===== src/rtl/pgm_rom_ddram_loader_if.sv =====
// Bus bundles for pgm_rom_ddram_loader.
// pgm_rom_ddram_loader_ioctl_if: HPS ioctl download port (master = HPS, slave = loader).
// pgm_rom_ddram_loader_ddram_if: single-beat DDRAM write port (master = loader, slave = controller).

interface pgm_rom_ddram_loader_ioctl_if;
    localparam int unsigned ADDR_W  = 27;
    localparam int unsigned DATA_W  = 16;
    localparam int unsigned INDEX_W = 8;

    logic                ioctl_download;
    logic                ioctl_wr;
    logic [ADDR_W-1:0]   ioctl_addr;
    logic [DATA_W-1:0]   ioctl_dout;
    logic [INDEX_W-1:0]  ioctl_index;
    logic                ioctl_wait;

    modport master (
        output ioctl_download, ioctl_wr, ioctl_addr, ioctl_dout, ioctl_index,
        input  ioctl_wait
    );

    modport slave (
        input  ioctl_download, ioctl_wr, ioctl_addr, ioctl_dout, ioctl_index,
        output ioctl_wait
    );
endinterface

interface pgm_rom_ddram_loader_ddram_if;
    localparam int unsigned ADDR_W  = 29;
    localparam int unsigned DATA_W  = 64;
    localparam int unsigned BE_W    = 8;
    localparam int unsigned BURST_W = 4;

    logic                ddram_busy;
    logic                ddram_we;
    logic [ADDR_W-1:0]   ddram_addr;
    logic [DATA_W-1:0]   ddram_din;
    logic [BE_W-1:0]     ddram_be;
    logic [BURST_W-1:0]  ddram_burstcnt;

    modport master (
        output ddram_we, ddram_addr, ddram_din, ddram_be, ddram_burstcnt,
        input  ddram_busy
    );

    modport slave (
        input  ddram_we, ddram_addr, ddram_din, ddram_be, ddram_burstcnt,
        output ddram_busy
    );
endinterface


===== src/rtl/pgm_rom_ddram_loader.sv =====
// pgm_rom_ddram_loader: packs 16-bit HPS ioctl download writes for one ROM index
// into 64-bit DDRAM words and issues single-beat writes with byte enables.
// Optional build macro PGM_LOADER_BSWAP_EN: byte-swap each 16-bit ioctl word
// before packing (68000 big-endian program ROMs). Undefined: data stored as-is.
//
// Storage: accumulator (partial word) -> output slot (ddram_* registers).
// A completed word that cannot enter the slot is held "full" in the accumulator
// and ioctl_wait is raised. If a new-tag write arrives in the very cycle the old
// word completes against a blocked slot, that one write is parked in a pending
// register and replayed into the accumulator when the held word moves out.

module pgm_rom_ddram_loader #(
    parameter logic [28:0] BASE_ADDR = 29'h0300000,
    parameter logic [7:0]  ROM_INDEX = 8'd1
) (
    input  logic                                clk,
    input  logic                                reset,
    pgm_rom_ddram_loader_ioctl_if.slave         ioctl,
    pgm_rom_ddram_loader_ddram_if.master        ddram,
    output logic                                load_done,
    output logic                                overrun
);

    localparam int unsigned TAG_W  = 24;
    localparam int unsigned LANE_W = 2;
    localparam int unsigned HALF_W = 16;
    localparam int unsigned WORD_W = 64;
    localparam int unsigned BE_W   = 8;
    localparam int unsigned DADR_W = 29;

    typedef struct packed {
        logic               valid;
        logic               full;
        logic [TAG_W-1:0]   tag;
        logic [WORD_W-1:0]  data;
        logic [BE_W-1:0]    be;
    } acc_t;

    typedef struct packed {
        logic               valid;
        logic [LANE_W-1:0]  lane;
        logic [TAG_W-1:0]   tag;
        logic [HALF_W-1:0]  data;
    } pend_t;

    typedef enum logic [1:0] {
        ST_IDLE,
        ST_ACTIVE,
        ST_FLUSH
    } state_t;

    localparam acc_t  ACC_EMPTY  = '0;
    localparam pend_t PEND_EMPTY = '0;

    // Drop one 16-bit half into its lane and mark its two byte enables.
    function automatic acc_t acc_put(input acc_t a, input logic [LANE_W-1:0] lane,
                                     input logic [HALF_W-1:0] d);
        acc_t r;
        r = a;
        r.valid = 1'b1;
        r.data[{lane, 4'b0000} +: HALF_W] = d;
        r.be[{lane, 1'b0} +: 2]           = 2'b11;
        return r;
    endfunction

    acc_t               acc_q, acc_n, fresh;
    pend_t              pend_q, pend_n;
    state_t             state_q, state_n;
    logic               dl_q;
    logic               wr_hit, accept, drop, dl_fall;
    logic               slot_take, slot_open;
    logic [LANE_W-1:0]  wr_lane;
    logic [TAG_W-1:0]   wr_tag;
    logic [HALF_W-1:0]  wr_data;
    logic               move_v;
    acc_t               move_w;
    logic               we_n, wait_n, done_n;
    logic [DADR_W-1:0]  addr_n;
    logic [WORD_W-1:0]  din_n;
    logic [BE_W-1:0]    be_n;
    logic               unused_addr_lsb;

    assign unused_addr_lsb      = ioctl.ioctl_addr[0];
    assign ddram.ddram_burstcnt = 4'd1;

    // Decode the incoming ioctl write.
    always_comb begin
        wr_hit  = ioctl.ioctl_download & ioctl.ioctl_wr & (ioctl.ioctl_index == ROM_INDEX);
        accept  = wr_hit & ~ioctl.ioctl_wait;
        drop    = wr_hit & ioctl.ioctl_wait;
        dl_fall = dl_q & ~ioctl.ioctl_download;
        wr_lane = ioctl.ioctl_addr[2:1];
        wr_tag  = ioctl.ioctl_addr[26:3];
`ifdef PGM_LOADER_BSWAP_EN
        wr_data = {ioctl.ioctl_dout[7:0], ioctl.ioctl_dout[15:8]};
`else
        wr_data = ioctl.ioctl_dout;
`endif
        slot_take = ddram.ddram_we & ~ddram.ddram_busy;
        slot_open = ~ddram.ddram_we | slot_take;
    end

    // Accumulator / pending / output-slot next state.
    always_comb begin
        acc_n  = acc_q;
        pend_n = pend_q;
        fresh  = ACC_EMPTY;
        move_v = 1'b0;
        move_w = ACC_EMPTY;
        we_n   = ddram.ddram_we & ~slot_take;
        addr_n = ddram.ddram_addr;
        din_n  = ddram.ddram_din;
        be_n   = ddram.ddram_be;

        if (acc_q.full) begin
            // Held word waits for the slot; replay any parked write behind it.
            move_v = 1'b1;
            move_w = acc_q;
            if (slot_open) begin
                acc_n  = ACC_EMPTY;
                pend_n = PEND_EMPTY;
                if (pend_q.valid) begin
                    fresh      = ACC_EMPTY;
                    fresh.tag  = pend_q.tag;
                    fresh      = acc_put(fresh, pend_q.lane, pend_q.data);
                    fresh.full = (pend_q.lane == 2'd3) | ~ioctl.ioctl_download;
                    acc_n      = fresh;
                end
            end
        end else begin
            // Tag change or end of download closes the current word.
            if (acc_q.valid && (dl_fall || (accept && (wr_tag != acc_q.tag)))) begin
                move_v = 1'b1;
                move_w = acc_q;
                acc_n  = ACC_EMPTY;
            end
            if (accept) begin
                fresh      = acc_n;
                fresh.tag  = wr_tag;
                fresh      = acc_put(fresh, wr_lane, wr_data);
                fresh.full = (wr_lane == 2'd3);
                acc_n      = fresh;
            end
            if (move_v) begin
                if (!slot_open) begin
                    acc_n      = acc_q;
                    acc_n.full = 1'b1;
                    if (accept) begin
                        pend_n.valid = 1'b1;
                        pend_n.lane  = wr_lane;
                        pend_n.tag   = wr_tag;
                        pend_n.data  = wr_data;
                    end
                end
            end else if (acc_n.full && slot_open) begin
                move_v = 1'b1;
                move_w = acc_n;
                acc_n  = ACC_EMPTY;
            end
        end

        if (move_v && slot_open) begin
            we_n   = 1'b1;
            addr_n = BASE_ADDR + DADR_W'(move_w.tag);
            din_n  = move_w.data;
            be_n   = move_w.be;
        end

        wait_n = acc_n.full;
    end

    // Datapath registers and registered outputs.
    always_ff @(posedge clk or posedge reset) begin
        if (reset) begin
            acc_q            <= ACC_EMPTY;
            pend_q           <= PEND_EMPTY;
            dl_q             <= 1'b0;
            overrun          <= 1'b0;
            ioctl.ioctl_wait <= 1'b0;
            ddram.ddram_we   <= 1'b0;
            ddram.ddram_addr <= BASE_ADDR;
            ddram.ddram_din  <= '0;
            ddram.ddram_be   <= '0;
        end else begin
            acc_q            <= acc_n;
            pend_q           <= pend_n;
            dl_q             <= ioctl.ioctl_download;
            overrun          <= overrun | drop;
            ioctl.ioctl_wait <= wait_n;
            ddram.ddram_we   <= we_n;
            ddram.ddram_addr <= addr_n;
            ddram.ddram_din  <= din_n;
            ddram.ddram_be   <= be_n;
        end
    end

    // Completion tracker state register.
    always_ff @(posedge clk or posedge reset) begin
        if (reset) begin
            state_q   <= ST_IDLE;
            load_done <= 1'b0;
        end else begin
            state_q   <= state_n;
            load_done <= done_n;
        end
    end

    // Completion tracker: pulse load_done once the download ended and all data drained.
    always_comb begin
        state_n = state_q;
        done_n  = 1'b0;
        case (state_q)
            ST_IDLE: begin
                if (accept) state_n = ST_ACTIVE;
            end
            ST_ACTIVE: begin
                if (dl_fall) state_n = ST_FLUSH;
            end
            ST_FLUSH: begin
                if (accept) begin
                    state_n = ST_ACTIVE;
                end else if (!acc_q.valid && !pend_q.valid && !ddram.ddram_we) begin
                    done_n  = 1'b1;
                    state_n = ST_IDLE;
                end
            end
            default: state_n = ST_IDLE;
        endcase
    end

endmodule

===== src/flat_wrapper.sv =====
// flat-port wrapper written by rule: the top's interface ports become plain ports
module pgm_rom_ddram_loader_flat 
#(
    parameter logic [28:0] BASE_ADDR = 29'h0300000,
    parameter logic [7:0]  ROM_INDEX = 8'd1
)
  (clk, reset, load_done, overrun, ioctl_ioctl_download, ioctl_ioctl_wr, ioctl_ioctl_addr, ioctl_ioctl_dout, ioctl_ioctl_index, ioctl_ioctl_wait, ddram_ddram_we, ddram_ddram_addr, ddram_ddram_din, ddram_ddram_be, ddram_ddram_burstcnt, ddram_ddram_busy);
  pgm_rom_ddram_loader_ioctl_if ioctl_i ();
  pgm_rom_ddram_loader_ddram_if ddram_i ();
  input  logic clk;
  input  logic reset;
  output logic load_done;
  output logic overrun;
  input wire logic [$bits(ioctl_i.ioctl_download)-1:0] ioctl_ioctl_download;
  input wire logic [$bits(ioctl_i.ioctl_wr)-1:0] ioctl_ioctl_wr;
  input wire logic [$bits(ioctl_i.ioctl_addr)-1:0] ioctl_ioctl_addr;
  input wire logic [$bits(ioctl_i.ioctl_dout)-1:0] ioctl_ioctl_dout;
  input wire logic [$bits(ioctl_i.ioctl_index)-1:0] ioctl_ioctl_index;
  output wire logic [$bits(ioctl_i.ioctl_wait)-1:0] ioctl_ioctl_wait;
  output wire logic [$bits(ddram_i.ddram_we)-1:0] ddram_ddram_we;
  output wire logic [$bits(ddram_i.ddram_addr)-1:0] ddram_ddram_addr;
  output wire logic [$bits(ddram_i.ddram_din)-1:0] ddram_ddram_din;
  output wire logic [$bits(ddram_i.ddram_be)-1:0] ddram_ddram_be;
  output wire logic [$bits(ddram_i.ddram_burstcnt)-1:0] ddram_ddram_burstcnt;
  input wire logic [$bits(ddram_i.ddram_busy)-1:0] ddram_ddram_busy;
  assign ioctl_i.ioctl_download = ioctl_ioctl_download;
  assign ioctl_i.ioctl_wr = ioctl_ioctl_wr;
  assign ioctl_i.ioctl_addr = ioctl_ioctl_addr;
  assign ioctl_i.ioctl_dout = ioctl_ioctl_dout;
  assign ioctl_i.ioctl_index = ioctl_ioctl_index;
  assign ioctl_ioctl_wait = ioctl_i.ioctl_wait;
  assign ddram_ddram_we = ddram_i.ddram_we;
  assign ddram_ddram_addr = ddram_i.ddram_addr;
  assign ddram_ddram_din = ddram_i.ddram_din;
  assign ddram_ddram_be = ddram_i.ddram_be;
  assign ddram_ddram_burstcnt = ddram_i.ddram_burstcnt;
  assign ddram_i.ddram_busy = ddram_ddram_busy;
  pgm_rom_ddram_loader #(.BASE_ADDR(BASE_ADDR), .ROM_INDEX(ROM_INDEX)) u_core (.clk(clk), .reset(reset), .ioctl(ioctl_i), .ddram(ddram_i), .load_done(load_done), .overrun(overrun));
endmodule

===== config.mk =====
export PLATFORM = sky130hd
export DESIGN_NAME = pgm_rom_ddram_loader_flat
export DESIGN_NICKNAME = d
export VERILOG_FILES = /design/src/rtl/pgm_rom_ddram_loader_if.sv /design/src/rtl/pgm_rom_ddram_loader.sv /design/src/flat_wrapper.sv
export SDC_FILE = /design/constraint.sdc
export NUM_CORES = 1
export LEC_CHECK = 0
export BUFFER_PORTS_ARGS = -buffer_cell sky130_fd_sc_hd__buf_2
export CAP_MARGIN = 0
export CORE_ASPECT_RATIO = 1.2
export CORE_UTILIZATION = 35
export DETAILED_ROUTE_END_ITERATION = 16
export SYNTH_ARGS = -nofsm -noshare
export SYNTH_HDL_FRONTEND = slang
export SYNTH_SLANG_ARGS = --single-unit

===== constraint.sdc =====
create_clock -name clk -period 9.7 [get_ports clk]
set_clock_uncertainty 0.2 [all_clocks]
set_input_delay 0.97 -clock clk [delete_from_list [all_inputs] [get_ports clk]]
set_output_delay 0.97 -clock clk [all_outputs]
set_load 0.01 [all_outputs]

==> metrics.md <==
| Metric | Value |
|---|---|
| Setup CP Type | `in -> reg` |
| DP Worst Slack | `4.630 ns` |
| Synth unique cells | `66` |
| Critical-path top delay cell | `a31o_2` |
| RSZ-0062 raised after global routing | `false` |
| Final nets | `1426` |
| CTS tree | `yes` |
| GR Util met2 | `0.3593` |
| Routed vias/inst | `5.723` |
| Final period util | `0.4710` |
| Initial antenna violation count | `4` |
| Post-synth EDFFs | `0` |
| Fraction of layout cells with a size suffix above 1 | `0.1892` |
| DP Wirelength | `23650 um` |
| Hold Crit Class | `reg -> reg` |
| Grt ovf | `0` |
| Iteration count of the initial detailed-routing pass | `5` |
| Least-Margin Pin Slew | `1.129 ns` |
| VDD IR max | `0.1491 mV` |
| Status | `finished, final reports clean` |
| Setup TNS | `0 ns` |
| Max Clk Rate | `218.9 MHz` |
| Clk sink count | `244` |
| Longest Clk Path Bufs | `3` |
| Postcts setup bufs | `0` |
| Max cap viols | `0` |
| Top-count cell post-synth | `dfrtp_1` |
| DRC | `0` |
| CTS Buf Count | `27` |
| Ports | `165` |
| Power Total | `3.221 mW` |
| Die Height | `206.3 um` |
| Area Overhead vs Synth | `15.43%` |
| Final-report hold violation count | `0` |
| Placed inst area | `13190 um2` |
| Dominant cells by area after synthesis | `dfrtp_1 50%, nand2_1 6.2%, a22oi_1 3.9%, nor2_1 3.6%, o21ai_0 3.0%` |
| Vias in the first global route | `10200` |
| Mean Syn Cell Area | `9.666 um2` |
| Async SR Flop Fraction | `1.000` |
| Post-route minimum period | `4.569 ns` |
| Largest net degree at the start of global routing | `104` |
| Max_slew headroom | `0.2419` |
| Post-CTS Resized | `0` |
| # rows | `74` |
| Sequential share of the synthesized area | `0.5015` |
| Yosys synthesis warning count | `0` |
| Die ar. | `35550 um2` |
| Buffers added on ports | `155` |
| Crit path max fanout | `74` |
| Initial Utilization | `0.3565` |
| Yosys top cell by area | `dfrtp_1` |
| Total Routed Length | `38840 um` |
| CTS Root Buffer Type | `clkbuf_16` |
| H-tree depth | `1` |
| Final setup violation count | `0` |
| Core Area | `34170 um2` |
| Most frequent CP cell | `buf_4` |
| Met1 usage | `0.2900` |
| Setup WS post-layout | `5.131 ns` |
| Yosys reg bits | `244` |
| Sequence of cells on the critical path | `buf_2 > xnor2_1 > nand4_1 > nor4_4 > a31o_2 > o21ba_2 > buf_4 > nand2_2 > buf_4 > o211ai_1` |
| Pwr per Cell Area | `229.1 nW/um2` |
| Post-synth top cells | `242 x dfrtp_1, 201 x nand2_1, 116 x nor2_1, 73 x o21ai_0, 64 x a22oi_1` |
| Max-slew violations | `0` |
| Routability cong. | `0.8197` |
| DR WL/cell | `21.20 um` |
| Worst-skew pair later-pin latency | `0.55 ns` |
| # hold bufs at CTS | `0` |
| GRT busiest layer | `met2` |
| Worst Path Arrival | `4.83 ns` |
| Most common flop cell mapped by yosys | `dfrtp_1` |
| Critical Path RT | `9.96 ns` |
| Die X | `172.3 um` |
| Met3 GRT Util | `0.04194` |
| Fin Hold WS | `0.2603 ns` |
| Post-Syn Area | `12180 um2` |
| First-pass GRT wire length | `60190 um` |
| Pleak | `6.469 nW` |
| Total GRT Usage | `0.2198` |
| Reg clk slew, reported paths | `0.06 ns` |
| Routed Antenna Nets | `0` |
| Total number of vias | `10484` |
| Yosys top cell area share | `0.4972` |
| Starting DRT DRC Count | `1016` |
| Post-Synthesis Cells | `1260` |
| CP endpoint kind | `register` |
| CP peak stage delay | `0.72 ns` |
| Final Instance Area | `14060 um2` |
| Crit path launch type | `input pin` |
layer usage:
metal | up-vias | routed length (um)
met3 | 69 | 3036
met2 | 452 | 18420
met1 | 5216 | 16260
li1 | 4741 | -
met4 | 6 | 1093
met5 | - | 33
registers in the layout, summed over array words and instances, names as in the netlist:
register / cells
u_core.pend_q: 43
u_core.load_done: 1
u_core.overrun: 1
u_core.ioctl.ioctl_wait: 1
u_core.ddram.ddram_be: 8
u_core.ddram.ddram_we: 1
u_core.ddram.ddram_addr: 25
u_core.state_q: 2
u_core.acc_q: 97
u_core.dl_q: 1
u_core.ddram.ddram_din: 64
worst max-delay path: cells and delay by family:
| kind | cells | cell delay [ns] |
|---|---|---|
| simple gates | 3 | 1.08 |
| xor+xnor | 1 | 0.22 |
| buf+inv | 3 | 1.24 |
| compound gates | 3 | 1.20 |
final cells by class:
cell class / instances / area [um2]
diodes: 2 / 5.005
clock inverters: 8 / 72.57
fillers: 3351 / 20110
well taps: 456 / 570.5
repair buffers: 176 / 933.4
flip-flops and latches: 244 / 6108
multi-input cells: 900 / 5544
inverters: 8 / 37.54
clock buffers: 38 / 787.0
stage by stage:
step	utilization	instances
floorplan	-	1266
global placement	0.3862	1784
detailed placement	0.3862	1784
CTS	0.4113	1830
global route	0.4113	1830
finish	0.4115	1832
placed cells by master, fill, tap and decap left out, drive strengths merged, types with 5 or more instances in the layout:
cell type and n:
nand2 201, o211ai 33, a22oi 64, nor2 117, nand3 34, clkinv 5
nand4 6, a221oi 34, or3 21, inv 10, o21ai 76, nor4 5
a21oi 47, ha 13, clkbuf 38, dfrtp 242, and2 28, a22o 6
nor3 6, a221o 22, a32o 16, o22ai 18, nand2b 44, o22a 6
buf 176, xnor2 26, and3 6, o221ai 32, conb 8
path summary, 6_finish.rpt:
check	from	to	slack [ns]	depth (start not counted)
setup / recovery	ioctl_ioctl_addr[9]	u_core.acc_q[51]$_DFFE_PP0P_	5.13	10
setup reg to reg	u_core.acc_q[78]$_DFFE_PP0P_	u_core.acc_q[51]$_DFFE_PP0P_	5.24	9
hold reg to reg	u_core.overrun$_DFF_PP0_	u_core.overrun$_DFF_PP0_	0.26	1
min in group asynchronous	reset	u_core.ddram.ddram_be[5]$_DFFE_PP0P_	0.36	2
hold / removal	u_core.overrun$_DFF_PP0_	u_core.overrun$_DFF_PP0_	0.26	1
max in group asynchronous	reset	u_core.ddram.ddram_addr[22]$_DFFE_PP0P_	7.44	3
power by group:
part	internal (mW)	switching (mW)	total, mW
logic	0.321	0.414	0.735
clock network	0.587	0.423	1.01
registers	1.27	0.205	1.48
cells by family (layout without fill, tap and decap cells):
group | Yosys count | count (layout) | synth area share
fa+ha+maj | 13 | 13 | 0.01336
mux | 2 | 2 | 0.001746
flops | 244 | 244 | 0.5015
buf+inv | 122 | 230 | 0.05106
other cells | 2 | 10 | 0.0006166
xor+xnor | 27 | 27 | 0.01942
compound gates | 370 | 370 | 0.2283
simple gates | 480 | 480 | 0.1840
Note: power is estimated with default switching activity, not from simulation.
